`src/rtl/mem_ctrl.sv`:
```
`default_nettype none
// ============================================================================
// Module   : mem_ctrl
// Purpose  : Arbiter/sequencer for a single byte-wide RAM port shared by
//            instruction fetch (IF) and the MEM stage. Splits 1/2/4-byte
//            reads and writes into per-byte RAM cycles and assembles
//            little-endian read words.
// Revision : 1.0 - initial release
// ============================================================================
module mem_ctrl #(
    parameter int ADDR_W = 32
) (
    input  logic              clk,
    input  logic              rst,
    // instruction fetch port
    input  logic              if_req_i,
    input  logic [ADDR_W-1:0] if_addr_i,
    input  logic              if_flush_i,
    output logic [31:0]       if_inst_o,
    output logic              if_done_o,
    // MEM stage port
    input  logic              mem_req_i,
    input  logic              mem_we_i,
    input  logic [1:0]        mem_sel_i,
    input  logic [ADDR_W-1:0] mem_addr_i,
    input  logic [31:0]       mem_wdata_i,
    output logic [31:0]       mem_rdata_o,
    output logic              mem_done_o,
    // RAM port
    output logic [ADDR_W-1:0] ram_addr_o,
    output logic              ram_we_o,
    output logic [7:0]        ram_dout_o,
    input  logic [7:0]        ram_din_i
);

    localparam logic [2:0] c_IDLE   = 3'd0;
    localparam logic [2:0] c_IF_RD  = 3'd1;
    localparam logic [2:0] c_MEM_RD = 3'd2;
    localparam logic [2:0] c_MEM_WR = 3'd3;
    localparam logic [2:0] c_DONE   = 3'd4;

    logic [2:0]        r_state;
    logic [2:0]        r_cnt;     // next byte index k (1..N) while busy
    logic [2:0]        r_n;       // byte count of the granted transaction
    logic              r_is_mem;  // owner of the transaction in flight / DONE
    logic [ADDR_W-1:0] r_addr;
    logic [31:0]       r_wdata;
    logic [31:0]       r_buf;     // partially assembled read word

    logic [2:0]        w_state_nxt;
    logic [2:0]        w_cnt_nxt;
    logic [2:0]        w_n_nxt;
    logic              w_is_mem_nxt;
    logic [ADDR_W-1:0] w_addr_nxt;
    logic [31:0]       w_wdata_nxt;
    logic [31:0]       w_buf_nxt;
    logic [ADDR_W-1:0] w_ram_addr_nxt;
    logic              w_ram_we_nxt;
    logic [7:0]        w_ram_dout_nxt;
    logic [31:0]       w_if_inst_nxt;
    logic [31:0]       w_mem_rdata_nxt;

    logic [ADDR_W-1:0] w_addr_k;
    logic [7:0]        w_wbyte_k;
    logic [31:0]       w_rd_word;
    logic              w_last;

    // Per-byte helpers: address addr+k (wraps), store byte k, and the read
    // word with the byte arriving this cycle (index k-1) merged in.
    always_comb begin
        w_addr_k  = r_addr + ADDR_W'(r_cnt);
        w_last    = (r_cnt == r_n);
        w_wbyte_k = r_wdata[7:0];
        w_rd_word = r_buf;
        case (r_cnt[1:0])
            2'd1: begin
                w_wbyte_k       = r_wdata[15:8];
                w_rd_word[7:0]  = ram_din_i;
            end
            2'd2: begin
                w_wbyte_k       = r_wdata[23:16];
                w_rd_word[15:8] = ram_din_i;
            end
            2'd3: begin
                w_wbyte_k        = r_wdata[31:24];
                w_rd_word[23:16] = ram_din_i;
            end
            default: begin
                w_rd_word[31:24] = ram_din_i;
            end
        endcase
    end

    // Next-state and next-output decode for the sequencer.
    always_comb begin
        w_state_nxt     = r_state;
        w_cnt_nxt       = r_cnt;
        w_n_nxt         = r_n;
        w_is_mem_nxt    = r_is_mem;
        w_addr_nxt      = r_addr;
        w_wdata_nxt     = r_wdata;
        w_buf_nxt       = r_buf;
        w_ram_addr_nxt  = ram_addr_o;
        w_ram_we_nxt    = ram_we_o;
        w_ram_dout_nxt  = ram_dout_o;
        w_if_inst_nxt   = if_inst_o;
        w_mem_rdata_nxt = mem_rdata_o;

        case (r_state)
            c_IDLE: begin
                if (mem_req_i) begin
                    // MEM wins over IF; IF keeps its request held.
                    w_is_mem_nxt = 1'b1;
                    w_addr_nxt   = mem_addr_i;
                    w_wdata_nxt  = mem_wdata_i;
                    w_buf_nxt    = '0;
                    w_cnt_nxt    = 3'd1;
                    case (mem_sel_i)
                        2'b01:   w_n_nxt = 3'd1;
                        2'b10:   w_n_nxt = 3'd2;
                        default: w_n_nxt = 3'd4;
                    endcase
                    if (mem_sel_i == 2'b00) begin
                        // NOP: complete without touching the RAM.
                        w_cnt_nxt       = 3'd0;
                        w_mem_rdata_nxt = '0;
                        w_state_nxt     = c_DONE;
                    end else if (mem_we_i) begin
                        w_ram_we_nxt   = 1'b1;
                        w_ram_addr_nxt = mem_addr_i;
                        w_ram_dout_nxt = mem_wdata_i[7:0];
                        w_state_nxt    = c_MEM_WR;
                    end else begin
                        w_ram_addr_nxt = mem_addr_i;
                        w_state_nxt    = c_MEM_RD;
                    end
                end else if (if_req_i && !if_flush_i) begin
                    w_is_mem_nxt   = 1'b0;
                    w_addr_nxt     = if_addr_i;
                    w_buf_nxt      = '0;
                    w_n_nxt        = 3'd4;
                    w_cnt_nxt      = 3'd1;
                    w_ram_addr_nxt = if_addr_i;
                    w_state_nxt    = c_IF_RD;
                end
            end

            c_IF_RD, c_MEM_RD: begin
                if ((r_state == c_IF_RD) && if_flush_i) begin
                    // Branch redirect abandons the fetch without a pulse.
                    w_cnt_nxt      = 3'd0;
                    w_ram_addr_nxt = '0;
                    w_state_nxt    = c_IDLE;
                end else begin
                    w_buf_nxt = w_rd_word;
                    if (w_last) begin
                        w_cnt_nxt      = 3'd0;
                        w_ram_addr_nxt = '0;
                        w_state_nxt    = c_DONE;
                        if (r_is_mem) begin
                            w_mem_rdata_nxt = w_rd_word;
                        end else begin
                            w_if_inst_nxt = w_rd_word;
                        end
                    end else begin
                        w_ram_addr_nxt = w_addr_k;
                        w_cnt_nxt      = r_cnt + 3'd1;
                    end
                end
            end

            c_MEM_WR: begin
                if (w_last) begin
                    w_cnt_nxt      = 3'd0;
                    w_ram_we_nxt   = 1'b0;
                    w_ram_addr_nxt = '0;
                    w_ram_dout_nxt = '0;
                    w_state_nxt    = c_DONE;
                end else begin
                    w_ram_addr_nxt = w_addr_k;
                    w_ram_dout_nxt = w_wbyte_k;
                    w_cnt_nxt      = r_cnt + 3'd1;
                end
            end

            c_DONE: begin
                w_state_nxt = c_IDLE;
            end

            default: begin
                w_cnt_nxt      = 3'd0;
                w_ram_we_nxt   = 1'b0;
                w_ram_addr_nxt = '0;
                w_ram_dout_nxt = '0;
                w_state_nxt    = c_IDLE;
            end
        endcase
    end

    // State, latched request fields and registered RAM/data outputs.
    always_ff @(posedge clk or posedge rst) begin
        if (rst) begin
            r_state     <= c_IDLE;
            r_cnt       <= 3'd0;
            r_n         <= 3'd0;
            r_is_mem    <= 1'b0;
            r_addr      <= '0;
            r_wdata     <= '0;
            r_buf       <= '0;
            ram_addr_o  <= '0;
            ram_we_o    <= 1'b0;
            ram_dout_o  <= '0;
            if_inst_o   <= '0;
            mem_rdata_o <= '0;
        end else begin
            r_state     <= w_state_nxt;
            r_cnt       <= w_cnt_nxt;
            r_n         <= w_n_nxt;
            r_is_mem    <= w_is_mem_nxt;
            r_addr      <= w_addr_nxt;
            r_wdata     <= w_wdata_nxt;
            r_buf       <= w_buf_nxt;
            ram_addr_o  <= w_ram_addr_nxt;
            ram_we_o    <= w_ram_we_nxt;
            ram_dout_o  <= w_ram_dout_nxt;
            if_inst_o   <= w_if_inst_nxt;
            mem_rdata_o <= w_mem_rdata_nxt;
        end
    end

    // Completion pulses are the single DONE cycle, routed to its owner.
    always_comb begin
        if_done_o  = (r_state == c_DONE) && !r_is_mem;
        mem_done_o = (r_state == c_DONE) && r_is_mem;
    end

endmodule
`default_nettype wire

```
`config.mk`:
```
export PLATFORM = sky130hd
export DESIGN_NAME = mem_ctrl
export DESIGN_NICKNAME = d
export VERILOG_FILES = /design/src/rtl/mem_ctrl.sv
export SDC_FILE = /design/constraint.sdc
export NUM_CORES = 1
export LEC_CHECK = 0
export CAP_MARGIN = 20
export CORE_MARGIN = 2
export CORE_UTILIZATION = 46
export DETAILED_ROUTE_END_ITERATION = 16
export PLACE_DENSITY = 0.77
export SYNTH_ARGS = -nofsm -noshare
export SYNTH_HDL_FRONTEND = slang
export SYNTH_SLANG_ARGS = --single-unit
```
`constraint.sdc`:
```
create_clock -name clk -period 7.11 [get_ports clk]
set_input_delay 1.422 -clock clk [delete_from_list [all_inputs] [get_ports clk]]
set_output_delay 1.422 -clock clk [all_outputs]
set_load 0.05 [all_outputs]
```
==> key figures, run 1 <==
Outcome
  – Status: completed

Floorplanning
  – Chip height: 149 µm
  – Core box area: 20900 µm²
  – FP Rows: 53
  – Starting Density: 0.466
  – Die X: 149 µm
  – Die Area: 22300 µm²
  – IO Pins: 219

Setup path
  – CP Cell Sequence: nor2_1 -> nand2_1 -> nor2_1 -> clkdlybuf4s50_1
  – Slowest-stage cell, CP: clkdlybuf4s50_1
  – Crit Reg-Reg Startpoint: r_cnt[1]$_DFFE_PP0P_
  – CP Launch Type: register
  – CP max stage delay: about 0.9 ns
  – Worst setup EP type: primary output
  – Arrival time of the worst setup path: around 2.6 ns
  – Register-to-register setup slack: approximately 4.8 ns
  – Kind of critical path: register to primary output
  – Critical R2R Capture: r_buf[4]$_DFFE_PP0P_
  – Worst Setup SP: r_state[0]$_DFFE_PP0P_
  – Critical-path maximum fanout: 12
  – Required @ worst endpoint: 5.69 ns
  – Most frequent CP cell: nor2_1
  – Worst Reg-to-Reg Cells: 4

STA
  – Max-slew violations: 0
  – Final hold violations: 0
  – Worst Tran Pin Value: approximately 1.0 ns
  – Period utilization: 0.560
  – Final WS setup: 3.13 ns
  – Fin crit period: approximately 4 ns
  – Slew headroom: 0.313
  – Clock Skews: 0.00955 ns
  – Setup TNS: 0 ns
  – Final setup fails: 0
  – RSZ-0062 raised after global routing: false
  – Peak Freq: 0.251 GHz

Synthesis
  – Ys Warns: 0
  – Top_reg_cell synth: dfrtp_1
  – Syn Std Cell Area: 9730 µm²
  – Avg Inst Size Synth: 10.3 µm²
  – Post-synth EDFFs: 0
  – Syn Nets: between 1000 and 1500
  – Flops & latches, synth: 211
  – Sequential fraction of the synthesis area: 0.542
  – Synth Instances: 948
  – Distinct cells, synth: 53
  – Async S/R FF share, synth: 1.00

Route
  – Final ANT Viol Nets: 0
  – Final WL: 25400 µm
  – Drc violations: 0
  – Vias: 7814
  – DR iter-0 viols: roughly 610
  – DR WL/cell: around 18 µm
  – Initial DRT Pass Iterations: 4
  – Vias per cell: 5.50

Clock network
  – Number of clock buffers inserted by TritonCTS: 22
  – Hold_buf cts: 0
  – CTS clock-pin slew for the worst setup and hold paths: 0.06 ns
  – CTS tree: yes
  – Clock Sinks: 211
  – CTS max path bufs: 3
  – Post_cts resized: 0
  – Root Buffer: clkbuf_16
  – Htree depth: 1
  – # Post-CTS Setup Buffers: 0
  – Clk_lat worst skew: between 0.5 and 0.6 ns

Finish
  – Final net count: 1255
  – Util after Layout: 0.617
  – Area grow syn2layout: 32.5%
  – Most common cell after layout, fill and taps aside: clkdlybuf4s50_1
  – Fillers: approximately 1700
  – Most frequent cells in the layout: clkdlybuf4s50_1, dfrtp_1, nand2_1, o21ai_0, mux2i_1
  – Layout cells sized above 1: 0.0515
  – Final Non-Filler Cells: 1421

Pwr
  – Max VDD drop: 0.244 mV
  – Power Total: roughly 6.2 mW
  – PD cells: 478 nW/µm²
  – Leakage: 5.66 nW

Global routing
  – Gr ovfl total: 0
  – Gr usage total: 0.228
  – Pin count of the biggest net entering global routing: 75
  – First-pass GRT wire length: 40800 µm
  – Vias in the first global route: 7731
  – Antenna violations before repair: 1

Placement
  – Final Wtd Congestion: 0.801
  – Hpwl dp: 17400 µm
  – I/O Buffers: 218
  – Setup slack at placement: 3.25 ns
  – Post-Place Cells: 1380

Run
  – Maxcap violations: 0

Min path
  – Hold path start: r_wdata[6]$_DFFE_PP0P_
  – Worst hold endpoint: r_wdata[6]$_DFFE_PP0P_
  – Hold Path Class: register to register
  – Hold Path Stages: 2
## worst max-delay path by stage
stage,endpoint,slack (ns),cells after the start
after floorplan,if_inst_o[0]$_DFFE_PP0P_,2.95,1
after global placement,ram_addr_o[1]$_DFFE_PP0P_,3.35,8
after detailed placement,ram_addr_o[8]$_DFFE_PP0P_,3.25,9
after CTS,if_done_o,3.15,4
after global routing,if_done_o,3.03,4
final,if_done_o,3.13,4
## Yosys cell counts, drive strengths merged, types with 7 or more instances
master	number	area (µm²)
o221ai	9	78.8
nor2	19	78.8
and2	7	43.8
a22o	40	350
xor2	29	254
nand3	12	60.1
clkbuf	37	140
nand2b	7	43.8
dfrtp	211	5280
mux2i	64	641
a21oi	16	87.6
ha	10	125
o2bb2ai	33	289
nand4	17	106
buf	34	180
a222oi	8	80.1
inv	14	52.6
nand2	203	762
o21ai	96	480
a22oi	9	67.6
o22ai	25	156
## registers in the layout, indices dropped and copies added (netlist names)
register,flops
if_inst_o,32
mem_rdata_o,32
r_addr,32
r_buf,32
r_wdata,32
ram_addr_o,32
ram_dout_o,8
r_cnt,3
r_n,3
r_state,3
r_is_mem,1
ram_we_o,1
## per-stage QoR
step / hold WS, ns / instance area, µm²
floorplan: 0.445 / 9740
global placement: 0.458 / 12000
detailed placement: 0.462 / 12000
CTS: 0.478 / 12800
global route: 0.498 / 12900
finish: 0.472 / 12900
## final cells by class
| class | count | area [µm²] | area share |
|---|---|---|---|
| antenna | 1 | 2.50 | 0.000194 |
| clock buffer | 31 | 666 | 0.0516 |
| clock inverter | 6 | 130 | 0.0101 |
| inverter | 14 | 56.3 | 0.00437 |
| multi-input combinational | 652 | 4080 | 0.317 |
| sequential | 211 | 5280 | 0.409 |
| tap | 275 | 344 | 0.0267 |
| timing repair buffer | 231 | 2330 | 0.181 |
## kinds of logic after synthesis
group                    Yosys count  share of synthesized area
multiplexers                      64                     0.0658
buffers and inverters             85                     0.0383
XOR/XNOR                          33                     0.0297
AO/OA/AOI/OAI                    248                      0.173
AND/OR/NAND/NOR                  295                      0.135
adder cells (fa/ha/maj)           12                     0.0159
flip-flops                       211                      0.542
## power breakdown
part	switching [mW]	total, mW	internal [mW]	leakage, nW
registers	0.372	2.05	1.68	2.74
clock network	0.466	1.26	0.792	0.393
logic	1.83	2.85	1.02	2.52
total	2.67	6.16	3.49	5.66
## worst max-delay path, delay by kind of cell, from the launching register on
kind | cells | cell delay (ns)
buffers and inverters | 1 | 0.88
AND/OR/NAND/NOR | 3 | 0.69
flip-flops | 1 | 0.49
## layer usage
metal | up-vias | track usage | routed length (µm)
li1 | 3742 | - | -
met1 | 3789 | 0.321 | 11400
met2 | 239 | 0.367 | 12100
met3 | 44 | 0.0329 | 1350
met4 | 0 | 0.0719 | 583
met5 | - | 0 | 0
Note: power is estimated with default switching activity, not from simulation.
==> run 2: changes to the inputs <==
--- a/config.mk
+++ b/config.mk
@@ -7,9 +7,9 @@
 export LEC_CHECK = 0
 export CAP_MARGIN = 20
 export CORE_MARGIN = 2
-export CORE_UTILIZATION = 46
+export CORE_UTILIZATION = 51
 export DETAILED_ROUTE_END_ITERATION = 16
-export PLACE_DENSITY = 0.77
+export PLACE_DENSITY = 0.81
 export SYNTH_ARGS = -nofsm -noshare
 export SYNTH_HDL_FRONTEND = slang
 export SYNTH_SLANG_ARGS = --single-unit
==> constraint.sdc (replaced) <==
create_clock -name clk -period 3.8 [get_ports clk]
set_input_delay 0.76 -clock clk [delete_from_list [all_inputs] [get_ports clk]]
set_output_delay 0.76 -clock clk [all_outputs]
set_load 0.05 [all_outputs]
==> key figures, run 2 (synthesis results as in run 1) <==
Outcome
  – Status: completed

Global routing
  – GR Util met1: 0.348 (+0.0269)
  – First-pass GRT wire length: 40600 µm (-0.59%)
  – Gr usage total: 0.248 (+0.0201)
  – Pin count of the biggest net entering global routing: 140 (+87%)
  – Grt peak-use layer: met2
  – Met2 GRT Util: 0.404 (+0.0365)
  – Vias in the first global route: 7800 (+0.89%)
  – Antenna violations before repair: 0 (-1)
  – Met3 usage: 0.0330 (+0.0000476)
  – Gr ovfl total: 0 (unchanged)

Finish
  – Area occupied by multi-input gates: 4080 µm² (unchanged)
  – Area grow syn2layout: 31.8%
  – Layout cells sized above 1: 0.0513 (-0.000224)
  – Ant diodes: 0 (-1)
  – Final net count: 1257 (+0.16%)
  – Most frequent cells in the layout: clkdlybuf4s50_1, dfrtp_1, nand2_1, o21ai_0, mux2i_1
  – Final Cell Area: 12800 µm² (-0.54%)
  – Reg area: 5280 µm² (unchanged)
  – Most common cell after layout, fill and taps aside: clkdlybuf4s50_1
  – Fillers: 1391 (-19%)

Route
  – Final ANT Viol Nets: 0 (unchanged)
  – Vias: 7897 (+1.1%)
  – Drc violations: 0 (unchanged)
  – Final WL: 24800 µm (-2.4%)
  – Vias per cell: 5.71 (+3.8%)
  – DR WL/cell: 17.9 µm (+0.22%)
  – DR iter-0 viols: 580 (-5.1%)
  – Initial DRT Pass Iterations: 5 (+1)

Setup path
  – Required @ worst endpoint: 3.04 ns (-2.65 ns)
  – Critical-path maximum fanout: 12 (unchanged)
  – Kind of critical path: register to primary output
  – CP Launch Type: register
  – Worst setup EP type: primary output
  – Arrival time of the worst setup path: 2.50 ns (-0.06 ns)
  – Register-to-register setup slack: 1.41 ns (-3.36 ns)

Pwr
  – Sequential power share: 0.337 (+0.004)
  – Max VDD drop: 0.468 mV (+92%)
  – Logic pwr share: 0.470 (+0.007)
  – Switching power share of the total: 0.439 (+0.00591)
  – Net switching power: 4.99 mW (+87%)
  – Internal: 6.37 mW (+82%)
  – PD cells: 885 nW/µm² (+85%)
  – Leakage: 5.65 nW (-0.23%)
  – Clock power frac: 0.193 (-0.011)

Floorplanning
  – Core box area: 18700 µm² (-10%)
  – Chip height: 142 µm (-4.9%)
  – Die X: 142 µm (-4.9%)
  – Starting Density: 0.520 (+0.0544)
  – Die Area: 20200 µm² (-9.5%)
  – FP Rows: 50 (-5.7%)
  – IO Pins: 219 (unchanged)

Clock network
  – Clk_lat worst skew: 0.51 ns (about the same)
  – # Post-CTS Setup Buffers: 0 (unchanged)
  – Root Buffer: clkbuf_16
  – CTS clock-pin slew for the worst setup and hold paths: 0.06 ns (about the same)
  – Post_cts resized: 0 (unchanged)
  – Clock Sinks: 211 (unchanged)
  – Hold_buf cts: 0 (unchanged)
  – Number of clock buffers inserted by TritonCTS: 22 (unchanged)
  – CTS max path bufs: 3 (unchanged)
  – CTS tree: yes
  – Htree depth: 1 (unchanged)

Min path
  – Hold Path Class: register to register

STA
  – Peak Freq: 0.307 GHz
  – Clock Skews: 0.0168 ns (+0.00729 ns)
  – Period utilization: 0.858
  – Fin crit period: 3.26 ns
  – Worst Tran Pin Value: 0.978 ns (-0.0519 ns)
  – Max-slew violations: 0 (unchanged)
  – RSZ-0062 raised after global routing: false
  – Final setup fails: 0 (unchanged)
  – Final hold violations: 0 (unchanged)
  – Slew headroom: 0.348 (+0.0346)
  – Setup TNS: 0 ns (unchanged)

Placement
  – Hpwl dp: 17000 µm (-2.1%)
  – I/O Buffers: 218 (unchanged)
  – Final Wtd Congestion: 0.821 (+2.5%)
  – Area after DPL: 12100 µm² (+0.14%)

Run
  – Maxcap violations: 0 (unchanged)
run 2: cell types whose count changed in the layout (fill, tap and decap cells not counted), sizes merged:
cell,change
diode,-1
buf,+2
clkinvlp,+1
bufinv,-2
clkinv,+1
clkbuf,+3
run 2: final timing paths:
path	depth (start not counted)	endpoint	startpoint
max reg2reg	8	ram_addr_o[26]$_DFFE_PP0P_	r_cnt[0]$_DFFE_PP0P_
min	2	r_wdata[9]$_DFFE_PP0P_	r_wdata[9]$_DFFE_PP0P_
max	4	if_done_o	r_state[1]$_DFFE_PP0P_
min reg2reg	2	r_wdata[9]$_DFFE_PP0P_	r_wdata[9]$_DFFE_PP0P_
min in group asynchronous	3	r_addr[9]$_DFFE_PP0P_	rst
max in group asynchronous	3	r_wdata[10]$_DFFE_PP0P_	rst
run 2: layer usage:
layer / vias up / share of wire / routed length [µm]
met5: - / 0 / 0
met4: 0 / 0.034 / 833
met3: 54 / 0.056 / 1400
met2: 254 / 0.47 / 11700
met1: 3852 / 0.44 / 10800
li1: 3737 / - / -
run 2: final cells by class:
cell class	count	share of cell area
Clock buffer	34	0.0503
Clock inverter	6	0.00732
Inverter	14	0.00439
Multi-Input combinational cell	652	0.318
Sequential cell	211	0.412
Tap cell	234	0.0228
Timing Repair Buffer	233	0.185
run 2: power groups by stage:
stage | combinational, mW | sequential (mW) | clock (mW)
after detailed placement | 5.30 | 3.84 | 0
after global routing | 5.77 | 3.94 | 2.31
final | 5.34 | 3.82 | 2.19
after CTS | 5.33 | 3.81 | 2.21
after global placement | 5.16 | 3.81 | 0
after floorplan | 2.42 | 5.02 | 0
run 2: critical path, cell delays in order, from the launching register on:
cell and delay, ns:
dfrtp_1 0.49, nor2_1 0.41, nand2_1 0.10, nor2_1 0.12, clkdlybuf4s50_1 0.88
run 2: metrics by stage:
step                      setup WS (ns)  instances  utilization  power [mW]  hold WS [ns]
after floorplan                   0.298        948            -        7.44         0.445
after global placement            0.916       1340        0.641        8.97         0.458
after detailed placement          0.868       1342        0.644        9.14         0.463
after CTS                         0.556       1382        0.684        11.4         0.478
after global routing              0.378       1384        0.686        12.0         0.489
final                             0.538       1384        0.686        11.4         0.472
==> run 3: changes to the inputs <==
--- a/config.mk
+++ b/config.mk
@@ -6,7 +6,6 @@
 export NUM_CORES = 1
 export LEC_CHECK = 0
 export CAP_MARGIN = 20
-export CORE_MARGIN = 2
 export CORE_UTILIZATION = 51
 export DETAILED_ROUTE_END_ITERATION = 16
 export PLACE_DENSITY = 0.81
==> key figures, run 3 (synthesis results as in run 1) <==
Outcome
  – Status: completed

Setup path
  – Required @ worst endpoint: 3.04 ns (about the same)
  – CP Launch Type: register
  – Kind of critical path: register to primary output
  – Critical-path maximum fanout: 12 (unchanged)
  – Worst setup EP type: primary output
  – Arrival time of the worst setup path: 2.49 ns (about the same)

Route
  – Final WL: 25300 µm (+1.8%)
  – Drc violations: 0 (unchanged)
  – DR WL/cell: 18.2 µm (+1.7%)
  – DR top layer: met4
  – Vias per cell: 5.77 (+1.1%)
  – DR WL met2: 12400 µm (+5.4%)
  – Final ANT Viol Nets: 0 (unchanged)
  – DR iter-0 viols: 485 (-16%)
  – Vias: 7987 (+1.1%)
  – Metal-1 WL: 11100 µm (+2.6%)
  – Met3 WL: 1200 µm (-14%)
  – Initial DRT Pass Iterations: 5 (unchanged)

STA
  – Final hold violations: 0 (unchanged)
  – Slew headroom: 0.265 (-0.0830)
  – RSZ-0062 raised after global routing: false
  – Max-slew violations: 0 (unchanged)
  – Final WS setup: 0.549 ns (+0.0103 ns)
  – Setup TNS: 0 ns (unchanged)
  – Peak Freq: 0.308 GHz (+0.32%)
  – Period utilization: 0.856 (-0.00272)
  – Fin crit period: 3.25 ns (-0.0103 ns)
  – Worst Tran Pin Value: 1.10 ns (+0.125 ns)
  – Clock Skews: 0.00970 ns (-0.00714 ns)
  – Final setup fails: 0 (unchanged)

Floorplanning
  – Starting Density: 0.520 (unchanged)
  – Die X: 140 µm (-1.4%)
  – IO Pins: 219 (unchanged)
  – Core box area: 18700 µm² (unchanged)
  – Die Area: 19600 µm² (-2.8%)
  – FP Rows: 50 (unchanged)
  – Chip height: 140 µm (-1.4%)

Finish
  – Layout cells sized above 1: 0.0530 (+0.00169)
  – Final net count: 1258 (+0.080%)
  – Ant diodes: 0 (unchanged)
  – Area grow syn2layout: 31.9% (about the same)
  – Most common cell after layout, fill and taps aside: clkdlybuf4s50_1
  – Most frequent cells in the layout: clkdlybuf4s50_1, dfrtp_1, nand2_1, o21ai_0, mux2i_1

Min path
  – Hold Path Class: register to register

Clock network
  – Clock Sinks: 211 (unchanged)
  – Hold_buf cts: 0 (unchanged)
  – Clk_lat worst skew: 0.50 ns (about the same)
  – CTS clock-pin slew for the worst setup and hold paths: 0.06 ns (about the same)
  – CTS tree: yes
  – Root Buffer: clkbuf_16
  – Htree depth: 1 (unchanged)
  – # Post-CTS Setup Buffers: 0 (unchanged)
  – Number of clock buffers inserted by TritonCTS: 22 (unchanged)
  – Post_cts resized: 0 (unchanged)
  – CTS max path bufs: 3 (unchanged)

Global routing
  – Pin count of the biggest net entering global routing: 68 (-51%)
  – Vias in the first global route: 7958 (+2.0%)
  – Gr ovfl total: 0 (unchanged)
  – Antenna violations before repair: 0 (unchanged)
  – First-pass GRT wire length: 40700 µm (+0.32%)
  – Gr usage total: 0.258 (+0.00936)

Pwr
  – Leakage: 5.66 nW (+0.22%)
  – PD cells: 884 nW/µm² (about the same)
  – Max VDD drop: 0.424 mV (-9.4%)
  – Power Total: 11.4 mW (about the same)

Placement
  – Setup slack at placement: 0.827 ns (-0.0410 ns)
  – Hpwl dp: 17100 µm (+0.43%)
  – I/O Buffers: 218 (unchanged)
  – Final Wtd Congestion: 0.815 (-0.67%)

Run
  – Maxcap violations: 0 (unchanged)
==> run 3: worst paths after layout <==
kind / from / endpoint / slack, ns / depth (start not counted)
max in group asynchronous: rst / r_wdata[9]$_DFFE_PP0P_ / 2.45 / 3
worst max-delay path: r_state[0]$_DFFE_PP0P_ / mem_done_o / 0.55 / 3
min in group asynchronous: rst / ram_addr_o[6]$_DFFE_PP0P_ / 0.64 / 2
worst max register to register: r_cnt[0]$_DFFE_PP0P_ / ram_addr_o[20]$_DFFE_PP0P_ / 1.42 / 8
worst min register to register: r_wdata[11]$_DFFE_PP0P_ / r_wdata[11]$_DFFE_PP0P_ / 0.48 / 2
worst min-delay path: r_wdata[11]$_DFFE_PP0P_ / r_wdata[11]$_DFFE_PP0P_ / 0.48 / 2
==> run 3: worst max-delay path, cell delays in order, from the launching register on <==
cell and delay [ns]:
dfrtp_1 0.49, nor2_1 0.41, and3_1 0.24, clkdlybuf4s50_1 0.86
==> run 3: final cells by class <==
cell class	instances	area (µm²)
fill	1407	5870
inverter	14	56.3
clock buffer	33	653
timing repair buffer	234	2390
clock inverter	7	85.1
sequential	211	5280
multi-input combinational	652	4080
tap	234	293
==> run 3: metal layers <==
layer	up-vias	GRT usage
met2	266	0.438
met1	3933	0.348
met5	-	0
met4	0	0.0769
met3	39	0.0308
li1	3749	-
==> run 3: where the power goes <==
part | leakage, nW | internal (mW) | total, mW | switching (mW)
logic | 2.55 | 1.89 | 5.33 | 3.45
registers | 2.74 | 3.14 | 3.84 | 0.693
clock network | 0.367 | 1.32 | 2.18 | 0.862
==> run 3: metrics by stage <==
step                      instance area (µm²)  hold WS, ns  std cells   util
after global routing                    12800        0.492       1385  0.686
after floorplan                          9740        0.445        948      -
after global placement                  12000        0.457       1343  0.644
after CTS                               12800        0.478       1383  0.683
final                                   12800        0.476       1385  0.686
after detailed placement                12000        0.462       1343  0.644
